[config.mk]
export PLATFORM = sky130hd
export DESIGN_NAME = ac97_link
export DESIGN_NICKNAME = d
export VERILOG_FILES = /design/src/rtl/ac97_link.sv
export SDC_FILE = /design/constraint.sdc
export NUM_CORES = 1
export LEC_CHECK = 0
export BUFFER_PORTS_ARGS = -buffer_cell sky130_fd_sc_hd__clkbuf_2
export CAP_MARGIN = 20
export CORE_ASPECT_RATIO = 1.1
export CORE_MARGIN = 3
export CORE_UTILIZATION = 51
export CTS_CLUSTER_SIZE = 10
export DETAILED_ROUTE_END_ITERATION = 10
export GPL_TIMING_DRIVEN = 1
export PLACE_DENSITY = 0.78
export SLEW_MARGIN = 5
export SYNTH_ARGS = -nofsm -noshare
export SYNTH_HDL_FRONTEND = slang
export SYNTH_SLANG_ARGS = --single-unit
[constraint.sdc]
create_clock -name clock -period 2.23 [get_ports clock]
set_input_delay 0.446 -clock clock [delete_from_list [all_inputs] [get_ports clock]]
set_output_delay 0.446 -clock clock [all_outputs]
set_load 0.05 [all_outputs]
[src/rtl/ac97_link.sv]
// ac97_link: bit-serial AC'97 link engine on the codec bit clock. It generates SYNC and
// one 256-bit frame in each direction, and exchanges 8-bit PCM samples once per frame.
// Define AC97_LINK_CMD_EN to generate the codec register-write slots 1/2.

module ac97_link (
  input  logic        clock,
  input  logic        reset,
  input  logic        sdata_in,
  output logic        sdata_out,
  output logic        sync,
  output logic        ready,
  output logic [7:0]  from_ac97_data,
  input  logic [7:0]  to_ac97_data,
  input  logic        command_valid,
  input  logic [6:0]  command_address,
  input  logic [15:0] command_data,
  output logic        codec_ready
);

  localparam logic [0:0] ST_IDLE = 1'b0;
  localparam logic [0:0] ST_RUN  = 1'b1;

  localparam logic [7:0] LAST_BIT  = 8'd255;
  localparam logic [7:0] TAG_END   = 8'd16;
  localparam logic [7:0] PCM_L_MSB = 8'd56;
  localparam logic [7:0] PCM_L_LSB = 8'd63;
  localparam logic [7:0] PCM_R_MSB = 8'd76;
  localparam logic [7:0] PCM_R_LSB = 8'd83;

  logic [0:0] state;
  logic       running;
  logic       frame_end;
  logic [7:0] bit_count;
  logic [7:0] next_count;
  logic       next_bit;
  logic [7:0] tx_sample;
  logic [7:0] rx_shift;
  logic       rx_tag;

`ifdef AC97_LINK_CMD_EN
  localparam logic [7:0] ADDR_MSB = 8'd17;
  localparam logic [7:0] ADDR_LSB = 8'd23;
  localparam logic [7:0] DATA_MSB = 8'd36;
  localparam logic [7:0] DATA_LSB = 8'd51;

  logic        cmd_valid_q;
  logic [6:0]  cmd_addr_q;
  logic [15:0] cmd_data_q;
`endif

  assign running   = (state == ST_RUN);
  assign frame_end = running && (bit_count == LAST_BIT);

  // The IDLE cycle after reset holds the counter at 0 so the first frame starts cleanly.
  assign next_count = running ? bit_count + 8'd1 : 8'd0;

  // SYNC and SDATA_OUT are registered: each edge computes the bit shown during next_count.
  always_comb begin
    next_bit = 1'b0;
    if (next_count == 8'd0 || next_count == 8'd3 || next_count == 8'd4) begin
      next_bit = 1'b1;
    end else if (next_count >= PCM_L_MSB && next_count <= PCM_L_LSB) begin
      next_bit = tx_sample[3'(PCM_L_LSB - next_count)];
    end else if (next_count >= PCM_R_MSB && next_count <= PCM_R_LSB) begin
      next_bit = tx_sample[3'(PCM_R_LSB - next_count)];
`ifdef AC97_LINK_CMD_EN
    end else if (next_count == 8'd1 || next_count == 8'd2) begin
      next_bit = cmd_valid_q;
    end else if (next_count >= ADDR_MSB && next_count <= ADDR_LSB) begin
      next_bit = cmd_addr_q[3'(ADDR_LSB - next_count)];
    end else if (next_count >= DATA_MSB && next_count <= DATA_LSB) begin
      next_bit = cmd_data_q[4'(DATA_LSB - next_count)];
`endif
    end
  end

  // NOTE: sequential state uses non-blocking assignments so every register samples pre-edge values.
  always_ff @(posedge clock) begin
    if (reset) begin
      state          <= ST_IDLE;
      bit_count      <= 8'd0;
      sync           <= 1'b0;
      sdata_out      <= 1'b0;
      ready          <= 1'b0;
      from_ac97_data <= 8'd0;
      codec_ready    <= 1'b0;
      tx_sample      <= 8'd0;
      rx_shift       <= 8'd0;
      rx_tag         <= 1'b0;
    end else begin
      state     <= ST_RUN;
      bit_count <= next_count;
      sync      <= (next_count < TAG_END);
      sdata_out <= next_bit;
      ready     <= frame_end;

      if (running && bit_count == 8'd0) begin
        rx_tag <= sdata_in;
      end
      if (running && bit_count >= PCM_L_MSB && bit_count <= PCM_L_LSB) begin
        rx_shift <= {rx_shift[6:0], sdata_in};
      end

      // Frame boundary: publish the capture and freeze the playback sample for the next frame.
      if (frame_end) begin
        from_ac97_data <= rx_shift;
        codec_ready    <= rx_tag;
        tx_sample      <= to_ac97_data;
      end
    end
  end

`ifdef AC97_LINK_CMD_EN
  always_ff @(posedge clock) begin
    if (reset) begin
      cmd_valid_q <= 1'b0;
      cmd_addr_q  <= 7'd0;
      cmd_data_q  <= 16'd0;
    end else if (frame_end) begin
      cmd_valid_q <= command_valid;
      cmd_addr_q  <= command_address;
      cmd_data_q  <= command_data;
    end
  end
`else
  logic unused_cmd;
  assign unused_cmd = ^{command_valid, command_address, command_data};
`endif

endmodule

Word-level counts from Yosys, hierarchy flattened
Index checks and enable logic that the tools add are counted.
{"block": "op_classes", "n_addsub": 3, "order_cmp": 9, "eq_ne": 3, "mux": 9, "n_reduce_logical": 10}
{"cell": "8-bit by 6-bit >= comparator with 1-bit output, second input constant", "n": 2}
{"cell": "8-bit by 6-bit less-or-equal comparator with 1-bit output, second input constant", "n": 2}
{"cell": "8-bit logical NOT", "n": 2}
{"cell": "8-bit by 1-bit adder with 8-bit output, second input constant", "n": 1}
{"cell": "8-bit by 2-bit equality test with 1-bit output, second input constant", "n": 1}
{"cell": "8-bit by 3-bit equality test with 1-bit output, second input constant", "n": 1}
{"cell": "8-bit equality test, second input constant", "n": 1}
{"cell": "8-bit by 7-bit >= comparator with 1-bit output, second input constant", "n": 1}
{"cell": "8-bit by 7-bit less-or-equal comparator with 1-bit output, second input constant", "n": 1}
{"cell": "3-bit by 4-bit < comparator with 1-bit output, second input constant", "n": 2}
{"cell": "8-bit by 5-bit < comparator with 1-bit output, second input constant", "n": 1}
{"cell": "8-bit 2-to-1 mux", "n": 1}
{"cell": "1-bit binary-select mux with 3-bit select", "n": 2}
{"cell": "1-bit logical AND", "n": 6}
{"cell": "1-bit 2-to-1 mux", "n": 6}
{"cell": "2-bit by 3-bit subtractor with 3-bit output, first input constant", "n": 1}
{"cell": "3-bit subtractor, first input constant", "n": 1}
{"cell": "1-bit logical OR", "n": 2}
{"block": "word_totals", "ff_bits": 38, "input_bits": 35, "output_inout_bits": 12, "wordCells": 44}

Longest topological paths before layout
{"block": "logic_depth", "depth_word": 8, "ltp_mapped": 9, "ltp_nobuf": 8}

Worst setup path after synthesis
Ideal clock, no wire load.
{"block": "synth_timing", "path_type": "register to register", "from": "register bit_count[0]", "to": "register sdata_out", "setup_time_ns": 0.062, "arrival_ns": 1.640, "t_required_ns": 2.168, "path_slack_ns": 0.528, "stages_incl_launch_ff": 9, "period_less_slack_ns": 1.702, "cell_sequence": "dfxtp_1 > buf_4 > inv_1 > ha_1 > nand2b_1 > a21oi_1 > a2111oi_1 > nand3_1 > nand3_1"}
{"block": "synth_via", "elab_chain_len": 8, "word_cells_on_any_way": 22}
{"item": "start: declaration", "line_no": "33", "rtl": "logic [7:0] bit_count;"}
{"item": "start signal: assignment", "line_no": "92", "rtl": "bit_count <= next_count;"}
{"item": "8-bit by 1-bit adder with 8-bit output *", "line_no": "55", "rtl": "assign next_count = running ? bit_count + 8'd1 : 8'd0;"}
{"item": "8-bit 2-to-1 mux *", "line_no": "55"}
{"item": "2-bit by 3-bit subtractor with 3-bit output", "line_no": "65", "rtl": "next_bit = tx_sample[3'(PCM_R_LSB - next_count)];"}
{"item": "1-bit binary-select mux with 3-bit select", "line_no": "65"}
{"item": "1-bit 2-to-1 mux (implied by the code)", "line_no": "65"}
{"item": "1-bit 2-to-1 mux", "line_no": "64", "rtl": "end else if (next_count >= PCM_R_MSB && next_count <= PCM_R_LSB) begin"}
{"item": "1-bit 2-to-1 mux", "line_no": "62", "rtl": "end else if (next_count >= PCM_L_MSB && next_count <= PCM_L_LSB) begin"}
{"item": "1-bit 2-to-1 mux *", "line_no": "60", "rtl": "if (next_count == 8'd0 || next_count == 8'd3 || next_count == 8'd4) begin"}
{"item": "end signal: assignment", "line_no": "94", "rtl": "sdata_out <= next_bit;"}
{"item": "end: declaration", "line_no": "9", "rtl": "output logic sdata_out,"}
Every way passes the cells marked *; elsewhere a longest branch is shown, timed or not. The select of a mux whose other input is x is not followed.
A chain may end at the register's enable or synchronous reset.

Worst setup path after layout
Ends and elaborated chain as after synthesis.

==> out/results.txt <==
The flow ran to the end, and the final reports show no timing, DRC or antenna violations. In this design, the stage delay of the slowest critical-path cell is 0.56 ns. Across the VDD grid, the largest voltage drop is 0.000496 V. Along the worst path, the maximum fanout reaches 12. The tools report the total clock sinks as 38.

Combined area of all synthesized cells: 0.00171 sq mm. In the routed design, unresolved DRC markers number 0. The synthesized design contains 38 register bits. The H-tree was split into 2 levels. The finished cells cover 0.00191 sq mm. The tools report the number of buffers added for setup after CTS as 0. The worst register-to-register path ends at sdata_out. The net count of the finished layout is 241. The largest buffer count on any clock path is 2.

The worst reg2reg path startpoint was bit_count[0]. The register-to-register setup slack was 0.17 ns; the wire length of the first global-routing pass was 5.66 mm. The number of hold buffers added after CTS was 0. The required time of the critical path was 2.52 ns. The slowest stage of the critical path belongs to the cell sky130_fd_sc_hd__dfxtp_1. TritonCTS built the clock tree. The tools report the largest net degree at the start of global routing as 30. Setup TNS after final layout: 0 ns. After synthesis, flip-flops and latches occupy 44.5% of the total area. After clock tree synthesis, the clock-pin slew on the worst setup and hold paths is 0.11 ns. Along the worst hold path, the cell count comes to 2. The tightest min-delay check is of the in -> reg type. In this run the remaining antenna-violating nets after routing total 0.

The tools report the sequential standard cell area as 761 sq um. The logs give 0.801 for the final estimated routing congestion in global placement and 0.00408 sq mm for the die area. Launching element type of the critical path: a flip-flop.

The count of inserted antenna diode cells was 0; the final hold violation count was 0. Internal power comes to 0.968 mW. The average via count per standard cell is 5.57, and the number of cells produced by synthesis is 184. The slew of the pin with the lowest slew margin was 0.421 ns. Max-cap violations in this run came to 0. For this design the total switching power over the nets is 0.259 mW. The tools report the type of element capturing the critical path as a flip-flop. The die is 66.7 microns tall. Per report_power, the clock group accounts for 38.5% of the total. The number of global-route vias before repair came out at 1,303. Wires add up to 3.24 mm.

The logic gate share of total power was 4.9%; the total overflow reported by the global router was 0. The critical path goes through ha_1, nand2_1, o32ai_2, a2111oi_0, a2111oi_1, nand3_1, nand3_1. The worst hold path terminates at running. Buffers placed on the I/O ports in this run total 22. Dividing the detail-routed wire length by the instance count gives 13.6 microns. The final critical path takes up 92.2% of the cycle. The tools report the count of final max-slew check failures as 0. The tree is rooted in a sky130_fd_sc_hd__clkbuf_4. For this design the static power due to leakage is 0.722 nW.

The HPWL after detailed placement came out at 2.32 mm. The Yosys step of the flow raised 0 warnings. Setup repair after global routing left no endpoint under its margin.

In this run, flip-flops and latches consume 56.5% of the power. The final-report setup violation count was 0; the area of the multi-input gates was 867 sq um. Violation count after the first detailed-route iteration: 38. Static timing analysis puts the maximum clock frequency at 486 MHz. For the count of filler cells inserted in the layout, the log shows 250. From left edge to right edge, the die measures 61.2 microns. The number of enable-type register cells in the synthesized netlist is 0, and the standard cell core area is 0.00313 sq mm. The tools report the total vias in the final route as 1,325. The number of gates resized after CTS was 0. The share of cells above drive strength 1 is 17.6%. Library cell appearing most often on the critical path: sky130_fd_sc_hd__nand3_1. The number of antenna violations at the first check in global routing was 0; the total power per unit cell area was 641 mW/mm^2.

Clock skew on the completed layout was measured at 0.00842 ns. Global routing used 18.8% of the available tracks. The initial core utilization was 54.7%.

At the later pin of the worst-skew pair, clock insertion delay measures 0.34 ns. Power comes to 1.23 mW. The placed standard-cell area is 0.00183 sq mm, and the synthesized area divided by synthesized cell count is 9.29 sq um. The length of the first detailed-routing pass in iterations was 4. 47 I/O pins were placed.

Synthesis produced a netlist with a net count of 221. On the final layout, the worst hold slack is 0.296 ns. In this run the core area contains 21 standard-cell rows. The synthesized netlist contains 38 unique library cells. Measured in cells, the most critical reg-to-reg path has a length of 7.

In the synthesized netlist the async set-or-reset flop fraction comes to 0%. The worst hold path begins at reset. For this run, the leading register cell type out of synthesis is sky130_fd_sc_hd__dfxtp_1. The number of clock buffers added by TritonCTS is 5. The clock period could shrink to 2.06 ns. The type of the worst setup path is reg -> reg. From synthesis to final layout, the design area changed by 11.9%. The signal arrival time at the worst endpoint is 2.35 ns, and the headroom to the max-slew limit is 71.2%.

Switching fraction of total power: 21.1%.
## metal layers
metal  wire length [microns]  part of all wire, %  GRT usage [%]
met5                       0                    0              0
met4                      34                  1.0           7.05
met2                    1700                   52           32.5
met3                     156                  4.8           6.01
met1                    1350                   42           21.0
## cell usage in the layout, fill, tap and decap left out, drive strengths merged, types with 3 or more instances in the layout
cell type,Yosys,routed
dfxtp,38,38
nor2,34,34
mux2i,28,28
clkbuf,4,28
nand2,12,12
nand3,10,10
xnor2,5,5
inv,4,4
xor2,3,3
nand2b,3,3
nor3,3,3
o21ai,3,3
nor4,3,3
buf,8,3
## synthesized netlist by cell type (2+ instances only)
master                     number  area share, %
sky130_fd_sc_hd__dfxtp_1       38             45
sky130_fd_sc_hd__nor2_1        34            7.5
sky130_fd_sc_hd__mux2i_1       28             16
sky130_fd_sc_hd__nand2_1       12            2.6
sky130_fd_sc_hd__nand3_1       10            2.9
sky130_fd_sc_hd__xnor2_1        5            2.6
sky130_fd_sc_hd__buf_4          4            1.8
sky130_fd_sc_hd__clkbuf_1       4           0.88
sky130_fd_sc_hd__inv_1          4           0.88
sky130_fd_sc_hd__buf_2          3           0.88
sky130_fd_sc_hd__nand2b_1       3            1.1
sky130_fd_sc_hd__nor3_1         3           0.88
sky130_fd_sc_hd__xor2_1         3            1.5
sky130_fd_sc_hd__a21oi_1        2           0.59
sky130_fd_sc_hd__and3_1         2           0.73
sky130_fd_sc_hd__ha_1           2            1.5
sky130_fd_sc_hd__nand4_1        2           0.73
sky130_fd_sc_hd__nor2b_1        2           0.73
sky130_fd_sc_hd__nor3b_1        2           0.88
sky130_fd_sc_hd__nor4_1         2           0.73
sky130_fd_sc_hd__o21ai_1        2           0.59
## logic make-up after synthesis
family / count (synthesis) / synth area share, %
XOR/XNOR: 8 / 4.10
AND/OR/NAND/NOR: 76 / 21.3
adder cells (fa/ha/maj): 2 / 1.46
AO/OA/AOI/OAI: 15 / 6.52
flip-flops: 38 / 44.5
multiplexers: 29 / 17.1
buffers and inverters: 16 / 5.05
## stage by stage
stage / setup slack, ns / instances / utilization [%]
after global routing: 0.0192 / 238 / 61.1
after global placement: 0.202 / 231 / 58.5
after floorplan: 0.528 / 184 / -
after CTS: 0.161 / 238 / 61.1
after detailed placement: 0.177 / 231 / 58.5
final: 0.174 / 238 / 61.1
## sequential cells by signal, summed over array words and instances, names as in the netlist, 8 cells and up
name and cells:
bit_count 8, from_ac97_data 8, rx_shift 8, tx_sample 8
## how the worst max path moves through the flow
stage	from	end	slack, ns
2_1_floorplan	bit_count[0]	sdata_out	0.53
3_3_place_gp	bit_count[0]	sdata_out	0.20
3_5_place_dp	bit_count[0]	sdata_out	0.18
4_1_cts	bit_count[0]	sdata_out	0.16
5_1_grt	bit_count[0]	sdata_out	0.02
6_report	bit_count[0]	sdata_out	0.17
## power groups by stage
stage	registers, mW	logic [mW]	clock network [mW]
after global routing	0.695	0.0670	0.516
after floorplan	0.712	0.0370	0
after global placement	0.708	0.0589	0
after CTS	0.693	0.0606	0.487
final	0.693	0.0604	0.473
after detailed placement	0.709	0.0602	0
## cell type report
| cell class | instances | share of cell area (%) |
|---|---|---|
| multi-input cells | 130 | 45.4 |
| well taps | 34 | 2.23 |
| inverters | 4 | 0.785 |
| clock inverters | 1 | 1.57 |
| repair buffers | 25 | 7.59 |
| flip-flops and latches | 38 | 39.8 |
| clock buffers | 6 | 2.68 |
## worst max-delay path: cells and delay by family (launching register included)
kind / cells / cell delay (ns)
compound gates: 3 / 0.75
flops: 1 / 0.56
simple gates: 3 / 0.41
fa+ha+maj: 1 / 0.28
Power figures use the tool's default switching activity.
